<file path="src/rtl/tlc_pkg.sv">
// Shared types and constants for the traffic-light controller: phases, modes,
// {R,Y,G} light codes and active-low seven-segment patterns.
package tlc_pkg;

    typedef enum logic [2:0] {
        PH_A_G,
        PH_A_Y,
        PH_CLR_A,
        PH_B_G,
        PH_B_Y,
        PH_CLR_B
    } phase_e;

    typedef enum logic [1:0] {
        MODE_NORMAL = 2'b00,
        MODE_NIGHT  = 2'b01,
        MODE_MANUAL = 2'b10,
        MODE_ALLRED = 2'b11
    } mode_e;

    localparam logic [2:0] LT_OFF = 3'b000;
    localparam logic [2:0] LT_RED = 3'b100;
    localparam logic [2:0] LT_YEL = 3'b010;
    localparam logic [2:0] LT_GRN = 3'b001;

    // Segment order {dp,g,f,e,d,c,b,a}, active-low, decimal point always off
    localparam logic [7:0] SEG_DASH  = 8'hBF;
    localparam logic [7:0] SEG_BLANK = 8'hFF;

    function automatic logic [7:0] seg_digit(input logic [3:0] d);
        case (d)
            4'd0:    seg_digit = 8'hC0;
            4'd1:    seg_digit = 8'hF9;
            4'd2:    seg_digit = 8'hA4;
            4'd3:    seg_digit = 8'hB0;
            4'd4:    seg_digit = 8'h99;
            4'd5:    seg_digit = 8'h92;
            4'd6:    seg_digit = 8'h82;
            4'd7:    seg_digit = 8'hF8;
            4'd8:    seg_digit = 8'h80;
            4'd9:    seg_digit = 8'h90;
            default: seg_digit = SEG_BLANK;
        endcase
    endfunction

    function automatic phase_e next_phase(input phase_e p);
        case (p)
            PH_A_G:   next_phase = PH_A_Y;
            PH_A_Y:   next_phase = PH_CLR_A;
            PH_CLR_A: next_phase = PH_B_G;
            PH_B_G:   next_phase = PH_B_Y;
            PH_B_Y:   next_phase = PH_CLR_B;
            default:  next_phase = PH_A_G;
        endcase
    endfunction

endpackage

</file>
<file path="src/rtl/seg_scan.sv">
// Two-digit multiplexed seven-segment driver: owns the scan divider and the
// registered COM/SEG outputs so both change on the same edge.
module seg_scan
    import tlc_pkg::*;
#(
    parameter int SCAN_DIV = 50_000
) (
    input  logic       clk_i,
    input  logic       srst_i,
    input  logic [3:0] units_i,
    input  logic [3:0] tens_i,
    input  logic       blank_all_i,
    input  logic       blank_tens_i,
    input  logic       dash_i,
    output logic [7:0] seg_o,
    output logic [1:0] com_o
);
    localparam int SW = $clog2(SCAN_DIV + 1);

    logic [SW-1:0] scan_q, scan_d;
    logic          on_q, on_d;
    logic          slot_q, slot_d;
    logic [7:0]    seg_q, seg_d;
    logic [1:0]    com_q, com_d;
    logic          wrap;

    assign wrap = (scan_q == SW'(SCAN_DIV - 1));

    // Display stays dark until the first slot has elapsed, then starts on units
    always_comb begin
        scan_d = wrap ? '0 : scan_q + SW'(1);
        on_d   = on_q | wrap;
        slot_d = slot_q;
        if (wrap) begin
            slot_d = on_q ? ~slot_q : 1'b0;
        end
        com_d = on_d ? (slot_d ? 2'b01 : 2'b10) : 2'b11;
        seg_d = SEG_BLANK;
        if (on_d && !blank_all_i) begin
            if (dash_i) begin
                seg_d = SEG_DASH;
            end else if (slot_d) begin
                seg_d = blank_tens_i ? SEG_BLANK : seg_digit(tens_i);
            end else begin
                seg_d = seg_digit(units_i);
            end
        end
    end

    always_ff @(posedge clk_i) begin
        if (srst_i) begin
            scan_q <= '0;
            on_q   <= 1'b0;
            slot_q <= 1'b0;
            seg_q  <= SEG_BLANK;
            com_q  <= 2'b11;
        end else begin
            scan_q <= scan_d;
            on_q   <= on_d;
            slot_q <= slot_d;
            seg_q  <= seg_d;
            com_q  <= com_d;
        end
    end

    assign seg_o = seg_q;
    assign com_o = com_q;

endmodule

</file>
<file path="src/rtl/traffic_light_ctrl.sv">
// Two-approach traffic-light controller: input synchronisers, tick and flash
// dividers, phase FSM with countdown, special modes and the countdown display.
module traffic_light_ctrl
    import tlc_pkg::*;
#(
    parameter int TICK_DIV  = 50_000_000,
    parameter int GREEN_S   = 25,
    parameter int YELLOW_S  = 3,
    parameter int CLEAR_S   = 2,
    parameter int PED_S     = 5,
    parameter int FLASH_DIV = 25_000_000,
    parameter int SCAN_DIV  = 50_000
) (
    input  logic       Sys_CLK,
    input  logic       Sys_RST,
    input  logic [1:0] Key,
    input  logic [1:0] Switch,
    output logic [2:0] LIGHT_A,
    output logic [2:0] LIGHT_B,
    output logic [7:0] SEG,
    output logic [1:0] COM
);
    localparam int TW = $clog2(TICK_DIV + 1);
    localparam int FW = $clog2(FLASH_DIV + 1);

    if (TICK_DIV < 2 || FLASH_DIV < 1 || SCAN_DIV < 1
        || GREEN_S < 1 || GREEN_S > 99 || YELLOW_S < 1 || YELLOW_S > 99
        || CLEAR_S < 1 || CLEAR_S > 99 || PED_S < 1 || PED_S > GREEN_S) begin : g_param_check
        $error("traffic_light_ctrl: illegal timing parameters");
    end

    function automatic logic [6:0] dur(input phase_e p);
        case (p)
            PH_A_G, PH_B_G: dur = 7'(GREEN_S);
            PH_A_Y, PH_B_Y: dur = 7'(YELLOW_S);
            default:        dur = 7'(CLEAR_S);
        endcase
    endfunction

    logic [1:0] key_s1_q, key_s2_q, key_s3_q;
    logic [1:0] sw_s1_q, sw_s2_q;
    mode_e      mode, mode_prev_q;
    logic       ped_pulse, step_pulse, leaving, tick;

    phase_e        phase_q, phase_d;
    logic [6:0]    cnt_q, cnt_d;
    logic [TW-1:0] div_q, div_d;
    logic [FW-1:0] fdiv_q, fdiv_d;
    logic          flash_q, flash_d;
    logic [2:0]    la_q, la_d, lb_q, lb_d;

    always_ff @(posedge Sys_CLK) begin
        if (Sys_RST) begin
            key_s1_q    <= '0;
            key_s2_q    <= '0;
            key_s3_q    <= '0;
            sw_s1_q     <= '0;
            sw_s2_q     <= '0;
            mode_prev_q <= MODE_NORMAL;
        end else begin
            key_s1_q    <= Key;
            key_s2_q    <= key_s1_q;
            key_s3_q    <= key_s2_q;
            sw_s1_q     <= Switch;
            sw_s2_q     <= sw_s1_q;
            mode_prev_q <= mode;
        end
    end

    assign mode       = mode_e'(sw_s2_q);
    assign ped_pulse  = key_s2_q[0] & ~key_s3_q[0];
    assign step_pulse = key_s2_q[1] & ~key_s3_q[1];
    assign leaving    = (mode == MODE_NORMAL) && (mode_prev_q != MODE_NORMAL);
    assign tick       = (div_q == TW'(TICK_DIV - 1));

    // Phase sequencing and countdown; a returning mode change outranks any tick
    always_comb begin
        phase_d = phase_q;
        cnt_d   = cnt_q;
        div_d   = div_q;
        case (mode)
            MODE_NORMAL: begin
                if (leaving) begin
                    phase_d = PH_CLR_B;
                    cnt_d   = 7'(CLEAR_S);
                    div_d   = '0;
                end else begin
                    div_d = tick ? '0 : div_q + TW'(1);
                    if (ped_pulse && (phase_q == PH_A_G || phase_q == PH_B_G)
                        && cnt_q > 7'(PED_S)) begin
                        cnt_d = 7'(PED_S);
                    end else if (tick) begin
                        if (cnt_q == 7'd1) begin
                            phase_d = next_phase(phase_q);
                            cnt_d   = dur(phase_d);
                        end else begin
                            cnt_d = cnt_q - 7'd1;
                        end
                    end
                end
            end
            MODE_MANUAL: begin
                if (step_pulse) begin
                    phase_d = next_phase(phase_q);
                    cnt_d   = dur(phase_d);
                end
            end
            MODE_ALLRED: phase_d = PH_CLR_B;
            default: ;
        endcase
    end

    always_comb begin
        fdiv_d  = fdiv_q;
        flash_d = flash_q;
        if (mode != MODE_NIGHT) begin
            fdiv_d  = '0;
            flash_d = 1'b1;
        end else if (fdiv_q == FW'(FLASH_DIV - 1)) begin
            fdiv_d  = '0;
            flash_d = ~flash_q;
        end else begin
            fdiv_d = fdiv_q + FW'(1);
        end
    end

    // The cycle that returns to normal shows all-red before the phase reloads
    always_comb begin
        la_d = LT_RED;
        lb_d = LT_RED;
        case (mode)
            MODE_NIGHT: begin
                la_d = flash_q ? LT_YEL : LT_OFF;
                lb_d = flash_q ? LT_YEL : LT_OFF;
            end
            MODE_ALLRED: ;
            default: begin
                if (!leaving) begin
                    case (phase_q)
                        PH_A_G:  la_d = LT_GRN;
                        PH_A_Y:  la_d = LT_YEL;
                        PH_B_G:  lb_d = LT_GRN;
                        PH_B_Y:  lb_d = LT_YEL;
                        default: ;
                    endcase
                end
            end
        endcase
    end

    always_ff @(posedge Sys_CLK) begin
        if (Sys_RST) begin
            phase_q <= PH_A_G;
            cnt_q   <= 7'(GREEN_S);
            div_q   <= '0;
            fdiv_q  <= '0;
            flash_q <= 1'b1;
            la_q    <= LT_GRN;
            lb_q    <= LT_RED;
        end else begin
            phase_q <= phase_d;
            cnt_q   <= cnt_d;
            div_q   <= div_d;
            fdiv_q  <= fdiv_d;
            flash_q <= flash_d;
            la_q    <= la_d;
            lb_q    <= lb_d;
        end
    end

    assign LIGHT_A = la_q;
    assign LIGHT_B = lb_q;

    logic [3:0] units, tens;
    logic       blank_all, blank_tens, dash;

    assign tens       = 4'(cnt_q / 7'd10);
    assign units      = 4'(cnt_q % 7'd10);
    assign blank_tens = (cnt_q < 7'd10);
    assign blank_all  = (mode == MODE_NIGHT) || (mode == MODE_ALLRED);
    assign dash       = (mode == MODE_MANUAL);

    seg_scan #(
        .SCAN_DIV(SCAN_DIV)
    ) u_seg_scan (
        .clk_i       (Sys_CLK),
        .srst_i      (Sys_RST),
        .units_i     (units),
        .tens_i      (tens),
        .blank_all_i (blank_all),
        .blank_tens_i(blank_tens),
        .dash_i      (dash),
        .seg_o       (SEG),
        .com_o       (COM)
    );

endmodule

</file>
<file path="config.mk">
export PLATFORM = sky130hd
export DESIGN_NAME = traffic_light_ctrl
export DESIGN_NICKNAME = d
export VERILOG_FILES = /design/src/rtl/tlc_pkg.sv /design/src/rtl/seg_scan.sv /design/src/rtl/traffic_light_ctrl.sv
export SDC_FILE = /design/constraint.sdc
export NUM_CORES = 1
export LEC_CHECK = 0
export ABC_AREA = 1
export BUFFER_PORTS_ARGS = -buffer_cell sky130_fd_sc_hd__buf_2
export CORE_ASPECT_RATIO = 1.2
export CORE_MARGIN = 3
export CORE_UTILIZATION = 50
export DETAILED_ROUTE_END_ITERATION = 8
export PLACE_DENSITY = 0.67
export SYNTH_ARGS = -nofsm -noshare
export SYNTH_HDL_FRONTEND = slang
export SYNTH_SLANG_ARGS = --single-unit
</file>
<file path="constraint.sdc">
create_clock -name Sys_CLK -period 3.7 [get_ports Sys_CLK]
set_clock_uncertainty 0.2 [all_clocks]
set_input_delay 0.37 -clock Sys_CLK [delete_from_list [all_inputs] [get_ports Sys_CLK]]
set_output_delay 0.37 -clock Sys_CLK [all_outputs]
set_load 0.05 [all_outputs]
</file>
---- After elaboration in Yosys (flattened, before gate mapping) ----
Memories as Yosys holds them, arrays and structs flattened.
Cells that the tools add are included.
word-level totals
  memory bits (read-only) ................. 224
  bits of input ports ..................... 6
  register bits after elaboration ......... 108
  memories ................................ 2
  word-level logic and storage cells ...... 124
  output and inout bits ................... 16
memories
  name              words  bits a word  read ports  clocked after memory_dff  wr ports  RTL line       text
  (name not given)  16     7            1           0                         0         tlc_pkg.sv:31  case (d)
  (name not given)  16     7            1           0                         0         tlc_pkg.sv:31
operators by class
  $lt $le $gt $ge ......................... 2
  add/subtract/negate cells ............... 4
  bitwise logic cells ..................... 9
  muxes and demuxes ....................... 37
  divide/modulo/power cells ............... 2
  eq/ne operators ......................... 23
  reductions and logical operators ........ 26
operators with widths
  kind                     number
  $mux W26                 2
  $mux W3                  14
  $mux W7                  6
  $add A26 B1 Y26 const B  1
  $eq A26 B26 Y1 const B   1
  $add A25 B1 Y25 const B  1
  $eq A25 B25 Y1 const B   1
  $pmux W3 S2              4
  $pmux W5 S2              2
  $add A16 B1 Y16 const B  1
  $eq A16 B16 Y1 const B   1
  $mux W8                  2
  $reduce_or A2 Y1         8
  $pmux W3 S5              1
  $pmux W7 S2              1
  $eq A3 B2 Y1 const B     4
  $eq A3 B1 Y1 const B     3
  $eq A3 B3 Y1 const B     3
  $logic_not A3 Y1         3
  $pmux W3 S3              1
  $div A7 B4 Y7 const B    1
  $eq A7 B1 Y1 const B     1
  $gt A7 B3 Y1 const B     1
  $lt A7 B4 Y1 const B     1
  23 further kinds         39

---- Logic depth before layout (Yosys ltp) ----
Gate-level depths: netlist (run 1).
  depth in word-level cells ............... 15
  depth in mapped cells ................... 28
  mapped depth without buffers ............ 28

---- By module ----
Synthesis (run 1) repeated with hierarchy kept, for this count alone.
unflattened totals
  cells, all modules ...................... 892
  area, all modules ....................... 6,100.9 µm²
modules (own cells, without submodules)
  module              area an instance (µm²)  sequential area each (µm²)  instances  cells each
  traffic_light_ctrl  4,469.3                 1,601.5                     1          655
  seg_scan            1,631.6                 540.5                       1          237

---- Worst setup path after synthesis (run 1) ----
OpenSTA, ideal clock, no wires.
  path type ............................... register to register
  start ................................... register cnt_q[4]
  end ..................................... register u_seg_scan.seg_q[3], in the netlist u_seg_scan.seg_o[3]
  setup time .............................. 0.115 ns
  cell stages (with the launch flop) ...... 25
  setup slack ............................. 0.884 ns
  path buffers ............................ 0
  data arrival time ....................... 2.502 ns
  clock period less this slack ............ 2.816 ns
  data required time ...................... 3.385 ns
  cells stage by stage .................... dfxtp_1 > inv_2 > nand2_1 > nand2_1 > inv_2 > nand2_4 > nand2_8 > nand2_2 > nand3_2 > nand2_2 > nand2_4 > nand2_2 > nand2_1 > clkinv_1 > ha_1 > inv_1 > nand3_4 > nand3_4 > nand2_1 > nand2_1 > ha_1 > nor2_1 > o21ai_1 > nand2_1 > nand2_1
on the way
  longest elaborated chain between the ends .. 4
  elaborated cells between the ends (all ways) .. 7
RTL lines
  element                 RTL line                   text
  from (decl)             traffic_light_ctrl.sv:46   logic [6:0] cnt_q, cnt_d;
  from (signal assigned)  traffic_light_ctrl.sv:154  cnt_q <= 7'(GREEN_S);
  from (signal assigned)  traffic_light_ctrl.sv:162  cnt_q <= cnt_d;
  $div A7 B4 Y7           traffic_light_ctrl.sv:177  assign tens = 4'(cnt_q / 7'd10);
  $mem_v2 Z16 W7          --
  $mux W8                 seg_scan.sv:43             seg_d = blank_tens_i ? SEG_BLANK : seg_digit(tens_i);
  $mux W8 (*)             seg_scan.sv:42             end else if (slot_d) begin
  to (signal assigned)    seg_scan.sv:61             seg_q <= seg_d;
  to (decl)               seg_scan.sv:23             logic [7:0] seg_q, seg_d;
Mark *: on every way between the ends. The rest lies on a longest branch, timed or not.
A chain may end at the register's enable or synchronous reset.

---- Final worst setup path (run 1) ----
Same ends and word-level chain as after synthesis.

==> results of run 1 <==
-- registers in the layout (all words and copies together) (netlist names) --
name,flops
mode,2
cnt_q,7
phase_q,3
key_s3_q,2
u_seg_scan.scan_q,16
sw_s1_q,2
u_seg_scan.on_q,1
u_seg_scan.slot_q,1
key_s2_q,2
mode_prev_q,2
u_seg_scan.com_o,2
LIGHT_B,3
LIGHT_A,3
div_q,26
u_seg_scan.seg_o,7
key_s1_q,2
flash_q,1
fdiv_q,25
-- final timing paths --
kind	start	to	slack [ps]	cells past startpoint
min	Key[1]	key_s1_q[1]	10	3
max reg2reg	cnt_q[4]	u_seg_scan.seg_o[3]	550	24
min reg2reg	sw_s1_q[0]	mode[0]	200	2
max	cnt_q[4]	u_seg_scan.seg_o[3]	550	24
-- through the flow --
step	util [%]	worst slack [ps]
global placement	53.81	713.9
floorplan	-	883.6
detailed placement	53.81	578.5
CTS	56.53	552.6
global route	56.53	229.7
finish	56.53	548.7
-- synth_stat cells, types with 6 or more instances --
| library cell | instances |
|---|---|
| nor3b_1 | 13 |
| inv_2 | 12 |
| nor3_1 | 23 |
| nand2_1 | 155 |
| a211oi_1 | 9 |
| nand4_1 | 15 |
| o21a_1 | 6 |
| nand2_2 | 13 |
| nor2_1 | 93 |
| nand3_1 | 51 |
| a21oi_1 | 58 |
| clkbuf_1 | 11 |
| nor4_1 | 10 |
| ha_1 | 19 |
| inv_1 | 109 |
| nor2_2 | 6 |
| dfxtp_1 | 107 |
| o21ai_0 | 36 |
-- final cells by class --
cell class | count | area (sq um)
Clock buffer | 9 | 225.2
Clock inverter | 7 | 76.32
Fill cell | 1048 | 4820
Inverter | 124 | 465.4
Multi-Input combinational cell | 564 | 3029
Sequential cell | 107 | 2142
Tap cell | 154 | 192.7
Timing Repair Buffer | 25 | 137.6
-- cells in the final DEF, fill, tap and decap left out, types with 10 or more instances in the layout --
master	instances
nor4_1	10
nand3_1	51
buf_2	20
nand2_1	155
a21oi_1	58
nor2_1	93
inv_2	12
ha_1	19
nand2_2	13
nand4_1	15
o21ai_0	36
nor3b_1	13
nor3_1	22
inv_1	109
dfxtp_1	107
-- power by group through the flow --
| stage | combinational [uW] | clock (uW) | sequential [uW] |
|---|---|---|---|
| finish | 590 | 977 | 1200 |
| global route | 674 | 1040 | 1210 |
| CTS | 589 | 1010 | 1200 |
| detailed placement | 585 | 0 | 1230 |
| global placement | 573 | 0 | 1230 |
| floorplan | 468 | 0 | 1240 |
-- worst register-to-register path, cell delays in order, from the launching register on --
cell and delay (ps):
dfxtp_1 400, inv_2 80, nand2_1 80, nand2_1 80, inv_2 110, nand2_4 90
nand2_8 100, nand2_2 70, nand3_2 90, nand2_2 90, nand2_4 100, nand2_2 60
nand2_1 70, clkinv_1 100, ha_1 200, inv_1 110, nand3_4 120, nand3_4 120
nand2_1 60, nand2_1 140, ha_1 260, nor2_1 150, o21ai_1 80, nand2_1 50
nand2_1 50
-- routing by layer --
layer | routed length, um | global-route usage, % | up-vias
li1 | - | - | 2700
met1 | 5425 | 22.69 | 2243
met2 | 5557 | 34.12 | 72
met3 | 340 | 3.708 | 16
met4 | 231 | 8.479 | 0
met5 | 0 | 0 | -
-- kinds of logic after synthesis --
logic type | count (synthesis) | share of synthesized area (%)
and+or+nand+nor | 402 | 33.60
buffers and inverters | 141 | 9.432
AOI/OAI and AO/OA | 136 | 14.26
DFF | 107 | 37.55
adders and majority gates | 19 | 4.168
xor gates and xnor gates | 6 | 0.9212
other | 1 | 0.06574
==> key figures, run 1 <==
Drt
  • Routed WL: 11560 um
  • Routed len/inst: 11.67 um
  • DR DRC count: 0
  • Routed Antenna Nets: 0
  • Vias per cell: 5.082
  • Via count: 5031
  • Number of DRC markers in iteration 0: 230
  • DR pass1 iterations: 5

STA
  • RSZ-0062 raised after global routing: false
  • Tmin final: 3151 ps
  • Setup tns final: 0 ps
  • Final period utilization: 85.17%
  • Slew at the pin closest to its max-slew limit: 1094 ps
  • Fin. Hold Viols: 0
  • Final max-slew violation count: 0
  • Relative slew slack: 26.10%
  • # setup viols final: 0
  • Hold slack: 14.57 ps
  • Achievable frequency: 0.3173 GHz

CTS
  • CTS resizes: 0
  • Postcts setup bufs: 0
  • Clk slew on worst S/H paths: 70 ps
  • CTS tree: yes
  • Hold_buf cts: 0
  • CTS Sinks: 107
  • H-tree depth: 3
  • CTS Buffer Depth: 2
  • Worst-Skew Late Latency: 350 ps
  • Clock Tree Root: clkbuf_16
  • Clock buffer count from CTS: 9

Floorplanning
  • Cell row count: 42
  • Initial Utilization: 51.44%
  • Die W: 103.5 um
  • DIE AREA: 12730 sq um
  • Core Footprint: 11090 sq um
  • Top Ports: 22
  • Chip height: 123.0 um

Global routing
  • Gr usage total: 19.17%
  • Initial antenna violation count: 0
  • Largest net degree at the start of global routing: 43
  • Vias in the first global route: 4848
  • First-pass GRT wire length: 20400 um
  • GRT Residual Overflow: 0

Pwr
  • Int Pwr: 1905 uW
  • Clk pwr share: 35.3%
  • Power per Cell Area: 441.7 nW/um^2
  • P_sw: 863.7 uW
  • Power Total: 2769 uW
  • Switching share of power: 31.19%
  • Pleak: 0.002538 uW
  • Sequential cell fraction of total power: 43.4%
  • Maximum vdd ir drop: 235.1 uV
  • Comb power frac: 21.3%

Final layout
  • Finished Layout Cells: 990
  • Syn-to-layout area delta: 9.892%
  • Layout cells sized above 1: 11.72%
  • Final nets: 856
  • Ant. Diodes: 0
  • Post-route design area: 6269 sq um

Logic synthesis
  • Synth cell types: 51
  • EDFF count, synth: 0
  • Mapped Nets: 837
  • Synth Area per Inst: 7.025 sq um
  • Cell Area, Synth: 5704 sq um
  • Flops & latches, synth: 107
  • Post-synth top area share: 37.55%
  • Mapped Cells: 812
  • Top_reg_cell synth: dfxtp_1
  • Post-synth top area cell: dfxtp_1
  • Synth top area cells: dfxtp_1 38%, nand2_1 10%, inv_1 7.2%
  • Sequential share of the synthesized area: 37.55%
  • Asr flop ratio synth: 0%
  • Yosys warns: 0

Worst setup path
  • Crit path max fanout: 9
  • Critical Path RT: 3750 ps
  • Setup crit start kind: register
  • Kind of critical path: reg2reg
  • Critical Path AT: 3200 ps
  • Crit path buffers/inverters: 4
  • Most used cell, CP: nand2_1
  • Worst Setup End Kind: register
  • Crit path largest cell delay: 400 ps
  • CP max stage cell: dfxtp_1
  • Worst-path cell chain: inv_2, nand2_1, nand2_1, inv_2, nand2_4, nand2_8, nand2_2, nand3_2, nand2_2, nand2_4, nand2_2, nand2_1, clkinv_1, ha_1, inv_1, nand3_4, nand3_4, nand2_1, nand2_1, ha_1, nor2_1, o21ai_1, nand2_1, nand2_1
  • CP top delay family: simple AND/OR/NAND/NOR gates

Run status
  • Run status: completed

Place
  • Placed cells: 974
  • GP Congestion: 0.8393
  • IO Port Bufs: 20
  • Area of placed instances: 5967 sq um
  • Detailed Place HPWL: 8544 um

Hold path
  • Hold Crit Class: in2reg

Run
  • Max-cap violations: 0
Power figures use the tool's default switching activity.
==> run 2: changes to the inputs <==
Settings changed: CORE_UTILIZATION 50 to 40, GPL_TIMING_DRIVEN set to 0, PLACE_DENSITY 0.67 to not set.
Clock period 3.7 ns to 3.3 ns, I/O delays scaled along.
==> run 2 against run 1 <==
- clock power rose by 18%
- utilization fell by 11 points
- total power rose by 15%
- die area rose by 24%
- non-clock buffer count rose by 16
- highest routed layer unchanged
==> key figures, run 2 (same netlist as run 1, synthesis figures left out) <==
Run status
  • Run status: completed

CTS
  • CTS tree: yes
  • Clk slew on worst S/H paths: 70 ps
  • H-tree depth: 3
  • Clock Tree Root: clkbuf_16
  • Worst-Skew Late Latency: 360 ps
  • CTS Sinks: 107
  • Clock buffer count from CTS: 9
  • CTS Buffer Depth: 2

Drt
  • Number of DRC markers in iteration 0: 339
  • Vias per cell: 4.978
  • DR DRC count: 0
  • Routed Antenna Nets: 0
  • Routed len/inst: 11.85 um
  • Routed WL: 12120 um
  • DR pass1 iterations: 4
  • Via count: 5092

Final layout
  • Syn-to-layout area delta: 11.98%
  • Commonest non-fill, non-tap cell in the layout: nand2_1
  • Fin util: 46.02%
  • Top reg by flops: div_q
  • Largest register FFs: 26
  • Ant. Diodes: 0
  • Final nets: 872
  • Filler cells: 1416
  • Layout cells sized above 1: 11.85%
  • Commonest non-fill, non-tap cells in the layout: 154 x nand2_1, 109 x inv_1, 105 x dfxtp_1
  • Largest regs: div_q: 26 flops, fdiv_q: 25 flops, u_seg_scan.scan_q: 16 flops

STA
  • Fin. Hold Viols: 0
  • # setup viols final: 0
  • Tmin final: 3005 ps
  • Achievable frequency: 0.3328 GHz
  • Relative slew slack: 29.88%
  • Final max-slew violation count: 0
  • Final period utilization: 91.05%
  • Setup tns final: 0 ps
  • Slew at the pin closest to its max-slew limit: 1038 ps

Floorplanning
  • Core Footprint: 13880 sq um
  • Cell row count: 47
  • DIE AREA: 15740 sq um
  • Initial Utilization: 41.10%
  • Top Ports: 22
  • Chip height: 136.8 um
  • Die W: 115.0 um

Global routing
  • First-pass GRT wire length: 20710 um
  • Largest net degree at the start of global routing: 19
  • Initial antenna violation count: 0
  • Vias in the first global route: 4541
  • Gr usage total: 16.11%
  • GRT Residual Overflow: 0

Hold path
  • Hold Crit Class: reg2reg

Worst setup path
  • Crit path max fanout: 9
  • Worst Setup End Kind: register
  • Critical Path RT: 3350 ps
  • Setup crit start kind: register
  • Kind of critical path: reg2reg
  • Critical Path AT: 3050 ps

Place
  • IO Port Bufs: 19
  • GP Congestion: 0.8191
  • Detailed Place HPWL: 8958 um

Pwr
  • Pleak: 0.002580 uW
  • Maximum vdd ir drop: 248.1 uV
  • Power per Cell Area: 496.6 nW/um^2

Run
  • Max-cap violations: 0
==> run 2: cell types whose count changed in the layout (fill, tap and decap cells not counted), moves of 2 or more <==
cell / before / now
buf_2: 20 / 23
buf_4: 5 / 2
clkbuf_1: 0 / 11
clkbuf_8: 0 / 2
dfxtp_1: 107 / 105
dfxtp_2: 0 / 2
dlygate4sd3_1: 0 / 4
==> run 2: metrics by stage <==
stage	hold slack [ps]	instance area [sq um]	total power, uW	std cells	setup WS (ps)
floorplan	188.3	5704	1910	812	483.6
global placement	192.2	6013	2040	1002	147.4
detailed placement	195.7	6013	2041	1002	145.8
CTS	194.7	6372	3198	1022	129.4
global route	231.1	6387	3357	1023	-12.62
finish	196.7	6387	3172	1023	295.4
==> run 2: layer usage <==
| metal | global-route usage [%] | share of wire, % |
|---|---|---|
| met4 | 7.045 | 2.2 |
| met1 | 21.65 | 49 |
| met3 | 2.433 | 3.0 |
| met2 | 25.58 | 46 |
| met5 | 0 | 0 |
==> run 2: power breakdown <==
group / internal (uW) / switching, uW
Combinational: 231 / 446
Sequential: 1320 / 24.1
Clock: 640 / 510
==> run 2: worst max-delay path, stage by stage (launching register included) <==
cell and delay, ps:
dfxtp_2 340, inv_2 90, nand2_1 70, nand2_1 90, inv_2 60, nand2_4 100
nand2_8 80, nand2_2 70, nand2_2 50, inv_2 60, nand2_2 80, nand2_4 100
nand2_2 60, nand2_1 70, clkinv_1 90, ha_1 180, inv_1 110, nand3_4 130
nand3_4 120, nand2_1 80, nand2_2 100, ha_1 240, nor2_2 130, o21ai_1 80
nand2_1 60, nand2_1 50
==> run 2: timing repair <==
item                                   CTS  global route
hold buffers                             4             0
setup endpoints to repair                0             6
resized for setup                        0             5
setup buffers                            0             1
endpoints found under the hold margin    4             0
==> run 2: final cells by class <==
cell class                      count  area (sq um)  area share, %
Buffer                             17         72.57          1.136
Tap cell                          171         214.0          3.350
Sequential cell                   107          2145          33.57
Clock inverter                      5         66.31          1.038
Timing Repair Buffer               24         142.6          2.233
Clock buffer                       11         252.7          3.957
Multi-Input combinational cell    564          3029          47.42
Inverter                          124         465.4          7.287
==> run 2: worst paths after layout <==
path	start	slack [ps]	cells after the start	end
setup / recovery	cnt_q[4]	300	25	u_seg_scan.seg_o[3]
hold / removal	key_s1_q[1]	200	2	key_s2_q[1]
setup reg to reg	cnt_q[4]	300	25	u_seg_scan.seg_o[3]
hold reg to reg	key_s1_q[1]	200	2	key_s2_q[1]
==> run 3: changes to the inputs <==
Settings changed: CORE_UTILIZATION 40 to 32.
==> run 3 against run 2 <==
- maximum frequency rose by 0.61%
- via count rose by 0.35%
- largest power group unchanged
- final cell count rose by 4.5%
- largest cell class unchanged
- register-to-register slack improved by 20 ps
- sequential cell count did not move
- utilization fell by 8.3 points
- sequential share of layout area fell by 0.38 points
- global-route usage fell by 3.5 points
- critical path depth fell by 3
- clock power rose by 3%
- hold slack got worse by 28 ps
==> key figures, run 3 (same netlist as run 1, synthesis figures left out) <==
STA
  • Final max-slew violation count: 0
  • Tmin final: 2987 ps
  • Hold slack: 168.8 ps
  • Relative slew slack: 30.56%
  • Fin. Hold Viols: 0
  • Setup tns final: 0 ps
  • # setup viols final: 0
  • Achievable frequency: 0.3348 GHz
  • Final period utilization: 90.50%
  • Slew at the pin closest to its max-slew limit: 1028 ps

Final layout
  • Layout cells sized above 1: 12.19%
  • Syn-to-layout area delta: 13.45%
  • Top reg by flops: div_q
  • Commonest non-fill, non-tap cell in the layout: nand2_1
  • Post-route design area: 6471 sq um
  • Final nets: 873
  • Largest register FFs: 26
  • Filler cells: 1853
  • Largest regs: div_q: 26 flops, fdiv_q: 25 flops, u_seg_scan.scan_q: 16 flops
  • Commonest non-fill, non-tap cells in the layout: 153 x nand2_1, 108 x inv_1, 104 x dfxtp_1
  • Ant. Diodes: 0

CTS
  • Worst-Skew Late Latency: 350 ps
  • CTS tree: yes
  • CTS Buffer Depth: 2
  • Clk slew on worst S/H paths: 70 ps
  • H-tree depth: 3
  • Clock Tree Root: clkbuf_16
  • Clock buffer count from CTS: 9
  • CTS Sinks: 107

Floorplanning
  • Initial Utilization: 33.21%
  • Die W: 127.9 um
  • Chip height: 152.3 um
  • DIE AREA: 19470 sq um
  • Cell row count: 52
  • Top Ports: 22
  • Core Footprint: 17180 sq um

Place
  • GP Congestion: 0.8096
  • Area of placed instances: 6070 sq um
  • IO Port Bufs: 19
  • Detailed Place HPWL: 8986 um

Worst setup path
  • Worst r2r path cells: 22
  • Critical Path RT: 3320 ps
  • Worst Setup End Kind: register
  • Kind of critical path: reg2reg
  • Setup crit start kind: register
  • Crit path max fanout: 9
  • Critical Path AT: 3010 ps
  • Critical register-to-register path endpoint: u_seg_scan.seg_o[5]
  • FF-to-FF Start: cnt_q[4]
  • Flop-to-flop setup slack: 310 ps

Drt
  • Routed Antenna Nets: 0
  • Routed len/inst: 11.24 um
  • DR pass1 iterations: 5
  • Routed WL: 12020 um
  • Top routing layer in use: met4
  • Met2 routed WL: 5604 um
  • Via count: 5110
  • Met1 Routed Length: 5821 um
  • DR DRC count: 0
  • Met3 wire len: 404 um
  • Number of DRC markers in iteration 0: 306
  • Vias per cell: 4.780

Hold path
  • Cell depth of the worst hold path: 3
  • Hold Crit Class: in2reg
  • Hold_sp: Sys_RST
  • Worst Hold End: LIGHT_B[2]

Global routing
  • Gr usage total: 12.59%
  • GRT Residual Overflow: 0
  • Initial antenna violation count: 0
  • Largest net degree at the start of global routing: 19
  • Vias in the first global route: 4623
  • First-pass GRT wire length: 20770 um

Run
  • Max-cap violations: 0

Pwr
  • Power per Cell Area: 498.0 nW/um^2
  • Maximum vdd ir drop: 235.3 uV
  • Pleak: 0.002595 uW

Run status
  • Run status: completed
[run 3: cell count changes in the layout (fill, tap and decap cells not counted), sizes merged]
| cell | delta |
|---|---|
| clkinvlp | -1 |
| clkbuf | -1 |
| bufinv | +1 |
| buf | +1 |
| inv | +1 |
[run 3: through the flow]
step	setup WS [ps]	utilization, %	total power [uW]	cells
after CTS	123.1	37.49	3236	1067
after detailed placement	154.6	35.34	2043	1047
final	313.5	37.67	3223	1069
after global routing	-5.866	37.67	3410	1069
after global placement	185.7	35.34	2037	1047
after floorplan	483.6	-	1910	812
[run 3: what timing repair did]
item	in CTS	in global routing
hold endpoints to repair	4	0
buffers inserted	0	2
setup endpoints to repair	0	7
hold buffers	4	0
resized for setup	0	8
[run 3: layout make-up]
| cell class | instances | area (sq um) | area share [%] |
|---|---|---|---|
| Clock inverter | 6 | 91.34 | 1.411 |
| Buffer | 17 | 72.57 | 1.121 |
| Clock buffer | 10 | 239.0 | 3.693 |
| Timing Repair Buffer | 25 | 150.1 | 2.320 |
| Sequential cell | 107 | 2148 | 33.20 |
| Tap cell | 216 | 270.3 | 4.176 |
| Multi-Input combinational cell | 564 | 3034 | 46.89 |
| Inverter | 124 | 465.4 | 7.193 |
[run 3: worst max-delay path by stage]
| stage | start | end | slack, ps |
|---|---|---|---|
| detailed placement | cnt_q[4] | u_seg_scan.seg_o[1] | 150 |
| floorplan | cnt_q[4] | u_seg_scan.seg_o[3] | 480 |
| global route | cnt_q[4] | u_seg_scan.seg_o[3] | -6 |
| finish | cnt_q[4] | u_seg_scan.seg_o[5] | 310 |
| global placement | cnt_q[6] | u_seg_scan.seg_o[3] | 190 |
| CTS | cnt_q[4] | u_seg_scan.seg_o[3] | 120 |
[run 3: power by group]
group,internal (uW),switching (uW)
logic,240,449
registers,1320,23.8
clock network,693,498
[run 3: critical path: stages, from the launching register on]
cell and delay [ps]:
dfxtp_4 360, inv_2 90, nand2_1 90, nand2_2 80, inv_2 60, nand2_4 100, nand2_8 80, nand2_2 80
nand3_2 90, nand2_2 120, nand2_4 60, nand2_2 70, nand2_1 50, clkinv_1 60, ha_1 160, inv_2 60
nand3_4 90, nand3_4 130, ha_1 210, o21ai_0 200, a21oi_1 70, o31ai_1 240, nand3_1 110
[run 3: metal layers]
metal	track usage, %	vias up
met4	4.449	0
li1	-	2740
met2	20.69	70
met1	16.43	2283
met5	0	-
met3	2.314	17
